[config.mk]
export PLATFORM = sky130hd
export DESIGN_NAME = plot_arbiter_flat
export DESIGN_NICKNAME = d
export VERILOG_FILES = /design/src/rtl/plot_arbiter_if.sv /design/src/rtl/plot_arbiter.sv /design/src/flat_wrapper.sv
export SDC_FILE = /design/constraint.sdc
export NUM_CORES = 1
export LEC_CHECK = 0
export CAP_MARGIN = 30
export CORE_MARGIN = 2
export CORE_UTILIZATION = 46
export CTS_BUF_LIST = sky130_fd_sc_hd__clkbuf_8
export DETAILED_ROUTE_END_ITERATION = 12
export PLACE_DENSITY = 0.95
export RECOVER_POWER = 25
export SYNTH_ARGS = -nofsm -noshare
export SYNTH_HDL_FRONTEND = slang
export SYNTH_SLANG_ARGS = --single-unit
export TNS_END_PERCENT = 50
[constraint.sdc]
create_clock -name clk -period 2.7 [get_ports clk]
set_input_delay 0.54 -clock clk [delete_from_list [all_inputs] [get_ports clk]]
set_output_delay 0.54 -clock clk [all_outputs]
set_load 0.005 [all_outputs]
[src/rtl/plot_arbiter_if.sv]
// Pixel write bus shared by two requesters, the clear sweep and the framebuffer.
// master = requester/control side, slave = arbiter.
interface plot_arbiter_if;
  logic       req0_valid;
  logic [7:0] req0_x;
  logic [7:0] req0_y;
  logic [7:0] req0_color;
  logic       req0_ready;
  logic       req1_valid;
  logic [7:0] req1_x;
  logic [7:0] req1_y;
  logic [7:0] req1_color;
  logic       req1_ready;
  logic       clear_start;
  logic [7:0] clear_color;
  logic       clear_busy;
  logic       clear_done;
  logic [7:0] x;
  logic [7:0] y;
  logic [7:0] color_draw;
  logic       plot;
  logic       grant_id;

  modport master (
    output req0_valid, req0_x, req0_y, req0_color,
    output req1_valid, req1_x, req1_y, req1_color,
    output clear_start, clear_color,
    input  req0_ready, req1_ready,
    input  clear_busy, clear_done,
    input  x, y, color_draw, plot, grant_id
  );

  modport slave (
    input  req0_valid, req0_x, req0_y, req0_color,
    input  req1_valid, req1_x, req1_y, req1_color,
    input  clear_start, clear_color,
    output req0_ready, req1_ready,
    output clear_busy, clear_done,
    output x, y, color_draw, plot, grant_id
  );
endinterface

[src/rtl/plot_arbiter.sv]
// Round-robin framebuffer write-port arbiter with full-screen clear sweep.
// Optional macro PLOT_CLIP_EN drops accepted pixels outside the screen.
module plot_arbiter #(
  parameter int X_MAX = 159,
  parameter int Y_MAX = 119
) (
  input logic           clk,
  input logic           reset,
  plot_arbiter_if.slave bus
);

  localparam logic [7:0] XM = X_MAX[7:0];
  localparam logic [7:0] YM = Y_MAX[7:0];

  typedef enum logic {IDLE, CLEAR} state_t;

  state_t     r_state, w_state;
  logic [7:0] r_x, r_y, r_color;
  logic [7:0] w_x, w_y, w_color;
  logic       r_plot, r_gid, r_busy, r_done, r_last;
  logic       w_plot, w_gid, w_busy, w_done, w_last;
  logic       w_open, w_rdy0, w_rdy1, w_clip;
  logic [7:0] w_px, w_py, w_pc;

  // r_last holds the id granted most recently; a tie goes to the other one
  always_comb begin
    w_open = (r_state == IDLE) && !bus.clear_start;
    w_rdy0 = w_open && bus.req0_valid
             && (!bus.req1_valid || r_last);
    w_rdy1 = w_open && bus.req1_valid
             && (!bus.req0_valid || !r_last);
    w_px   = w_rdy1 ? bus.req1_x     : bus.req0_x;
    w_py   = w_rdy1 ? bus.req1_y     : bus.req0_y;
    w_pc   = w_rdy1 ? bus.req1_color : bus.req0_color;
`ifdef PLOT_CLIP_EN
    w_clip = (w_px > XM) || (w_py > YM);
`else
    w_clip = 1'b0;
`endif
  end

  // The output coordinate register doubles as the sweep position
  always_comb begin
    w_state = r_state;
    w_x     = r_x;
    w_y     = r_y;
    w_color = r_color;
    w_plot  = 1'b0;
    w_gid   = r_gid;
    w_busy  = r_busy;
    w_done  = 1'b0;
    w_last  = r_last;
    unique case (r_state)
      IDLE: begin
        if (bus.clear_start) begin
          w_state = CLEAR;
          w_busy  = 1'b1;
          w_x     = 8'd0;
          w_y     = 8'd0;
          w_color = bus.clear_color;
          w_plot  = 1'b1;
        end else if (w_rdy0 || w_rdy1) begin
          w_last = w_rdy1;
          if (!w_clip) begin
            w_x     = w_px;
            w_y     = w_py;
            w_color = w_pc;
            w_plot  = 1'b1;
            w_gid   = w_rdy1;
          end
        end
      end
      CLEAR: begin
        if (r_x == XM && r_y == YM) begin
          w_state = IDLE;
          w_busy  = 1'b0;
          w_done  = 1'b1;
        end else begin
          w_plot = 1'b1;
          if (r_x == XM) begin
            w_x = 8'd0;
            w_y = r_y + 8'd1;
          end else begin
            w_x = r_x + 8'd1;
          end
        end
      end
    endcase
  end

  always_ff @(posedge clk) begin
    if (reset) begin
      r_state <= IDLE;
      r_x     <= 8'd0;
      r_y     <= 8'd0;
      r_color <= 8'd0;
      r_plot  <= 1'b0;
      r_gid   <= 1'b0;
      r_busy  <= 1'b0;
      r_done  <= 1'b0;
      r_last  <= 1'b1;
    end else begin
      r_state <= w_state;
      r_x     <= w_x;
      r_y     <= w_y;
      r_color <= w_color;
      r_plot  <= w_plot;
      r_gid   <= w_gid;
      r_busy  <= w_busy;
      r_done  <= w_done;
      r_last  <= w_last;
    end
  end

  assign bus.req0_ready = w_rdy0;
  assign bus.req1_ready = w_rdy1;
  assign bus.x          = r_x;
  assign bus.y          = r_y;
  assign bus.color_draw = r_color;
  assign bus.plot       = r_plot;
  assign bus.grant_id   = r_gid;
  assign bus.clear_busy = r_busy;
  assign bus.clear_done = r_done;

endmodule

[src/flat_wrapper.sv]
// flat-port wrapper written by rule: the top's interface ports become plain ports
module plot_arbiter_flat 
#(
  parameter int X_MAX = 159,
  parameter int Y_MAX = 119
)
  (clk, reset, bus_req0_valid, bus_req0_x, bus_req0_y, bus_req0_color, bus_req1_valid, bus_req1_x, bus_req1_y, bus_req1_color, bus_clear_start, bus_clear_color, bus_req0_ready, bus_req1_ready, bus_clear_busy, bus_clear_done, bus_x, bus_y, bus_color_draw, bus_plot, bus_grant_id);
  plot_arbiter_if bus_i ();
  input logic clk;
  input logic reset;
  input wire logic [$bits(bus_i.req0_valid)-1:0] bus_req0_valid;
  input wire logic [$bits(bus_i.req0_x)-1:0] bus_req0_x;
  input wire logic [$bits(bus_i.req0_y)-1:0] bus_req0_y;
  input wire logic [$bits(bus_i.req0_color)-1:0] bus_req0_color;
  input wire logic [$bits(bus_i.req1_valid)-1:0] bus_req1_valid;
  input wire logic [$bits(bus_i.req1_x)-1:0] bus_req1_x;
  input wire logic [$bits(bus_i.req1_y)-1:0] bus_req1_y;
  input wire logic [$bits(bus_i.req1_color)-1:0] bus_req1_color;
  input wire logic [$bits(bus_i.clear_start)-1:0] bus_clear_start;
  input wire logic [$bits(bus_i.clear_color)-1:0] bus_clear_color;
  output wire logic [$bits(bus_i.req0_ready)-1:0] bus_req0_ready;
  output wire logic [$bits(bus_i.req1_ready)-1:0] bus_req1_ready;
  output wire logic [$bits(bus_i.clear_busy)-1:0] bus_clear_busy;
  output wire logic [$bits(bus_i.clear_done)-1:0] bus_clear_done;
  output wire logic [$bits(bus_i.x)-1:0] bus_x;
  output wire logic [$bits(bus_i.y)-1:0] bus_y;
  output wire logic [$bits(bus_i.color_draw)-1:0] bus_color_draw;
  output wire logic [$bits(bus_i.plot)-1:0] bus_plot;
  output wire logic [$bits(bus_i.grant_id)-1:0] bus_grant_id;
  assign bus_i.req0_valid = bus_req0_valid;
  assign bus_i.req0_x = bus_req0_x;
  assign bus_i.req0_y = bus_req0_y;
  assign bus_i.req0_color = bus_req0_color;
  assign bus_i.req1_valid = bus_req1_valid;
  assign bus_i.req1_x = bus_req1_x;
  assign bus_i.req1_y = bus_req1_y;
  assign bus_i.req1_color = bus_req1_color;
  assign bus_i.clear_start = bus_clear_start;
  assign bus_i.clear_color = bus_clear_color;
  assign bus_req0_ready = bus_i.req0_ready;
  assign bus_req1_ready = bus_i.req1_ready;
  assign bus_clear_busy = bus_i.clear_busy;
  assign bus_clear_done = bus_i.clear_done;
  assign bus_x = bus_i.x;
  assign bus_y = bus_i.y;
  assign bus_color_draw = bus_i.color_draw;
  assign bus_plot = bus_i.plot;
  assign bus_grant_id = bus_i.grant_id;
  plot_arbiter #(.X_MAX(X_MAX), .Y_MAX(Y_MAX)) u_core (.clk(clk), .reset(reset), .bus(bus_i));
endmodule
# Word-level counts from Yosys, hierarchy flattened
# Cells that the tools add are included.
dict set report totals {
  register_bits 30
  latchBits 0
  ram_bits 0
  rom_bits 0
  input_bits 61
  wordCells 65
  memories 0
}
dict set report op_classes {
  add_sub_neg 2
  multipliers 0
  div_mod_pow 0
  magnitude_cmp 0
  n_eq_ne 7
  shifts 0
  mux 25
  bitwise_logic 2
  n_reduce_logical 20
}
# op count
set op_table {}
lappend op_table {{8-bit 2-to-1 mux} 13}
lappend op_table {{8-bit one-hot mux with 2 select lines} 2}
lappend op_table {{8-bit by 1-bit adder with 8-bit output (second input constant)} 2}
lappend op_table {{8-bit by 7-bit == test with 1-bit output (second input constant)} 1}
lappend op_table {{8-bit == test (second input constant)} 1}
lappend op_table {{2-bit != test (second input constant)} 4}
lappend op_table {{1-bit 2-to-1 mux} 7}
lappend op_table {{1-bit logical AND} 6}
lappend op_table {{1-bit one-hot mux with 2 select lines} 3}
lappend op_table {{2-bit AND reduction} 3}
lappend op_table {{3-bit AND reduction} 2}
lappend op_table {{1-bit logical NOT} 4}
lappend op_table {{1-bit logical OR} 3}
lappend op_table {{3-bit != test (second input constant)} 1}
lappend op_table {{1-bit inverter} 2}
lappend op_table {{2-bit nonzero test} 1}
lappend op_table {{2-bit OR reduction} 1}

# Depth between registers and ports, before layout
dict set report depth {
  ltp_word 8
  depth_mapped 6
}

# Worst setup path after synthesis
# Ideal clock, no wire load.
dict set report synth_timing {
  path_kind {input-to-output}
  start {input port bus_clear_start}
  end {output port bus_req0_ready}
  arrival_ns 1.379
  slack_ns 0.781
  cell_stages 4
  path_buffers 2
  cell_sequence {buf_2 -> nor2_2 -> clkbuf_1 -> and3_1}
}
dict set report synth_via {
  elab_chain_len 4
}
# element line
set synth_rtl {}
lappend synth_rtl {{from (decl)} flat_wrapper.sv:19} ;# input wire logic [$bits(bus_i.clear_start)-1:0] bus_clear_start;
lappend synth_rtl {{1-bit logical NOT} plot_arbiter.sv:27} ;# w_open = (r_state == IDLE) && !bus.clear_start;
lappend synth_rtl {{1-bit logical AND} plot_arbiter.sv:27}
lappend synth_rtl {{1-bit logical AND} plot_arbiter.sv:28} ;# w_rdy0 = w_open && bus.req0_valid
lappend synth_rtl {{1-bit logical AND} plot_arbiter.sv:29} ;# && (!bus.req1_valid || r_last);
lappend synth_rtl {{to (decl)} flat_wrapper.sv:21} ;# output wire logic [$bits(bus_i.req0_ready)-1:0] bus_req0_ready;
# Every way passes these cells.

# Worst setup path after layout
dict set report layout_timing {
  start {input port bus_req1_valid}
  end {output port bus_req1_ready}
}
dict set report layout_via {
  elab_chain_len 2
}
# element line
set layout_rtl {}
lappend layout_rtl {{from (decl)} flat_wrapper.sv:15} ;# input wire logic [$bits(bus_i.req1_valid)-1:0] bus_req1_valid;
lappend layout_rtl {{1-bit logical AND} plot_arbiter.sv:30} ;# w_rdy1 = w_open && bus.req1_valid
lappend layout_rtl {{1-bit logical AND} plot_arbiter.sv:31} ;# && (!bus.req0_valid || !r_last);
lappend layout_rtl {{to (decl)} flat_wrapper.sv:22} ;# output wire logic [$bits(bus_i.req1_ready)-1:0] bus_req1_ready;
# Every way passes these cells.

==> results.sh <==
export IMPL_status="complete, no violations"
export IMPL_power_switching_mw=0.3525
export IMPL_slew_violations=0
export IMPL_finalHoldViolCount=0
export IMPL_std_cell_rows=23
export IMPL_fin_crit_sh_pct=92.59
export IMPL_crit_fanout=5
export IMPL_grt_usage_pct=26.82
export IMPL_place_congestion=0.9104
export IMPL_diodes=0
export IMPL_cap_viol_max_count=0
export IMPL_ir_drop_v=0.0002902
export IMPL_instances_no_fill=361
export IMPL_root_buffer="clkbuf_8"
export IMPL_hold_path_class="flip-flop to flip-flop"
export IMPL_min_period_ns=2.500
export IMPL_cts_resized_gates=0
export IMPL_setup_tns_ns=0
export IMPL_rsz0062_at_grt="false"
export IMPL_vias=2225
export IMPL_grt_overflow_total=0
export IMPL_crit_chain="clkdlybuf4s50_1 > a21boi_2 > nand2_1 > inv_1 > clkdlybuf4s50_1"
export IMPL_syn_nets=283
export IMPL_cts_htree_levels=2
export IMPL_yosysSeqAreaShare_pct=30.50
export IMPL_post_cts_setup_buffers=0
export IMPL_slew_headroom_pct=60.40
export IMPL_vias_per_cell=6.163
export IMPL_cts_buffer_depth=2
export IMPL_ys_ff_latch=30
export IMPL_drive_gt1_share_pct=10.61
export IMPL_worst_hold_path_num_cells=1
export IMPL_critical_path_buf_inv_count=3
export IMPL_syn_area_um2=1969
export IMPL_clock_latency_ns=0.29
export IMPL_io_pin_count=91
export IMPL_numCtsBuffers=5
export IMPL_synth_edf_count=0
export IMPL_dp_cells=353
export IMPL_reg2reg_depth=5
export IMPL_layout_nets=373
export IMPL_p_int_mw=0.8872
export IMPL_async_flop_share_pct=0
export IMPL_rrSetupSlack_ns=0.55
export IMPL_coreArea_um2=4058
export IMPL_portBuffers=90
export IMPL_slowest_stage="clkdlybuf4s50_1"
export IMPL_drc=0
export IMPL_p_comb_share_pct=27.5
export IMPL_ys_flop_type="dfxtp_1"
export IMPL_syn_area_per_cell_um2=8.952
export IMPL_cp_start_kind="input pin"
export IMPL_antenna_found_initial=0
export IMPL_drt_first_pass_iters=5
export IMPL_cts_sinks=30
export IMPL_fillerInstances=304
export IMPL_crit_top_cell="clkdlybuf4s50_1"
export IMPL_timing_fmax_ghz=0.4000
export IMPL_path_clk_slew_ns=0.07
export IMPL_syn_to_final_growth_pct=52.22
export IMPL_reg2reg_to="u_core.bus.y[6]$_SDFFE_PP0P_"
export IMPL_crit_type="input pin to primary output"
export IMPL_cts_hold_buf=0
export IMPL_yosysUniqueCellTypes=48
export IMPL_die_h_um=69.43
export IMPL_setup_violations_final=0
export IMPL_synth_area_leader_cell="dfxtp_1"
export IMPL_cpPeakStageDelay_ns=0.54
export IMPL_grt_max_degree=25
export IMPL_grt_pass1_wl_um=10460
export IMPL_critical_path_arrival_ns=1.96
export IMPL_ant_nets=0
export IMPL_switching_share_pct=28.44
export IMPL_tritoncts="done"
export IMPL_dp_hpwl_um=4674
export IMPL_grt_pass1_vias=2186
export IMPL_dieArea_um2=4821
export IMPL_critPathCaptureType="primary output"
export IMPL_netlist_area_leader_share_pct=30.50
export IMPL_yosysWarnings=0
export IMPL_min_delay_start="u_core.bus.color_draw[7]$_SDFFE_PP0P_"
export IMPL_critical_path_reg2reg_startpoint="u_core.bus.x[0]$_SDFFE_PP0P_"
export IMPL_finClkSkew_ns=0.003777
export IMPL_synth_most_common_cell="dfxtp_1"
export IMPL_pwr_share_clk_pct=31.0
export IMPL_drt_iter0_drc=305
export IMPL_powerDensity_nw_per_um2=413.5
export IMPL_wl_per_cell_um=17.43
export IMPL_multi_input_area_um2=1245
export IMPL_hold_end="u_core.bus.color_draw[7]$_SDFFE_PP0P_"
export IMPL_routed_wl_um=6292
export IMPL_start_util_pct=48.54
export IMPL_leakagePower_nw=1.136
export IMPL_tightest_slew_ns=0.5919
export IMPL_seq_power_share_pct=41.4
export IMPL_syn_inst=220
export IMPL_synth_area_top_cells="dfxtp_1, a32o_1, mux2i_1, nand2_1, mux2_2"
export IMPL_die_w_um=69.43
export IMPL_synth_commonest_cells="dfxtp_1, nand2_1, a21oi_1"
export IMPL_worstPathRequired_ns=2.16
export IMPL_crit_family="buffers and inverters"
export IMPL_seqCellArea_um2=600.6
-- final cells by class --
| cell class | instances | area share [%] |
|---|---|---|
| Sequential cell | 30 | 20.03 |
| Clock inverter | 2 | 0.2922 |
| Clock buffer | 6 | 2.755 |
| Inverter | 6 | 0.7513 |
| Tap cell | 50 | 2.087 |
| Timing Repair Buffer | 100 | 32.55 |
| Multi-Input combinational cell | 167 | 41.53 |
-- routing by layer --
layer | part of all wire, % | GRT usage (%) | vias to the layer above
met4 | 2.6 | 13.94 | 0
met3 | 7.7 | 5.669 | 15
met2 | 49 | 43.70 | 127
met5 | 0 | 0 | -
li1 | - | - | 1048
met1 | 41 | 33.21 | 1035
-- power by group through the flow --
stage | Combinational, mW | Clock [mW] | Sequential, mW
finish | 0.341 | 0.384 | 0.514
global route | 0.368 | 0.405 | 0.518
CTS | 0.347 | 0.385 | 0.513
detailed placement | 0.346 | 0 | 0.522
global placement | 0.338 | 0 | 0.520
floorplan | 0.161 | 0 | 0.514
-- stage by stage --
stage,cell area (µm²),power [mW],hold slack [ns],util (%),setup WS [ns]
6_report,2998,1.240,0.4661,73.88,0.2001
2_1_floorplan,1969,0.6757,0.4657,-,0.7813
3_5_place_dp,2918,0.8680,0.4574,71.91,0.2068
4_1_cts,3009,1.245,0.4724,74.16,0.2062
3_3_place_gp,2918,0.8579,0.4494,71.91,0.2603
5_1_grt,2998,1.292,0.4969,73.88,0.1208
-- flip-flops by register name (all words and copies together) (netlist names) --
name	count
u_core.bus.color_draw	8
u_core.bus.x	8
u_core.bus.y	8
u_core.bus.clear_busy	1
u_core.bus.clear_done	1
u_core.bus.grant_id	1
u_core.bus.plot	1
u_core.r_last	1
u_core.r_state	1
-- cells by family after synthesis --
| logic type | after synthesis | synth area share, % |
|---|---|---|
| adder cells (fa/ha/maj) | 2 | 1.270 |
| buffers and inverters | 23 | 5.718 |
| AND/OR/NAND/NOR | 76 | 21.92 |
| AO/OA/AOI/OAI | 73 | 32.02 |
| flip-flops | 30 | 30.50 |
| multiplexers | 16 | 8.577 |
-- cell usage in the layout (no fill, tap or decap), drive strengths merged, types with 2 or more instances in the layout --
master,Yosys,final
a31oi,4,4
o32a,5,5
dfxtp,30,30
nor2,4,4
nand2b,10,10
nor4,2,2
inv,6,7
a22oi,5,5
a211o,8,8
clkbuf,7,6
a221oi,2,2
a21oi,13,13
and3,11,11
nand2,23,23
o32ai,11,11
and2,2,2
clkdlybuf4s50,0,81
nand3,8,8
nor3,4,4
buf,10,10
mux2i,9,9
dlygate4sd3,0,9
a211oi,5,5
ha,2,2
or3,3,3
a32o,11,11
o211ai,2,2
and4,3,3
mux2,7,7
-- how the worst max path moves through the flow --
stage	startpoint	end	cells past startpoint	slack, ns
finish	bus_req1_valid	bus_req1_ready	5	0.20
global route	bus_req1_valid	bus_req1_ready	5	0.12
CTS	bus_req1_valid	bus_req1_ready	5	0.21
detailed placement	bus_req1_valid	bus_req1_ready	5	0.21
global placement	bus_req1_valid	bus_req1_ready	5	0.26
floorplan	bus_clear_start	bus_req0_ready	4	0.78
-- worst reg2reg max path, stage by stage, from the launching register on --
cell	delay, ns
dfxtp_1	0.48
ha_1	0.29
and4bb_1	0.32
o211ai_2	0.24
and2_1	0.38
o32ai_1	0.35
Power figures use the tool's default switching activity.
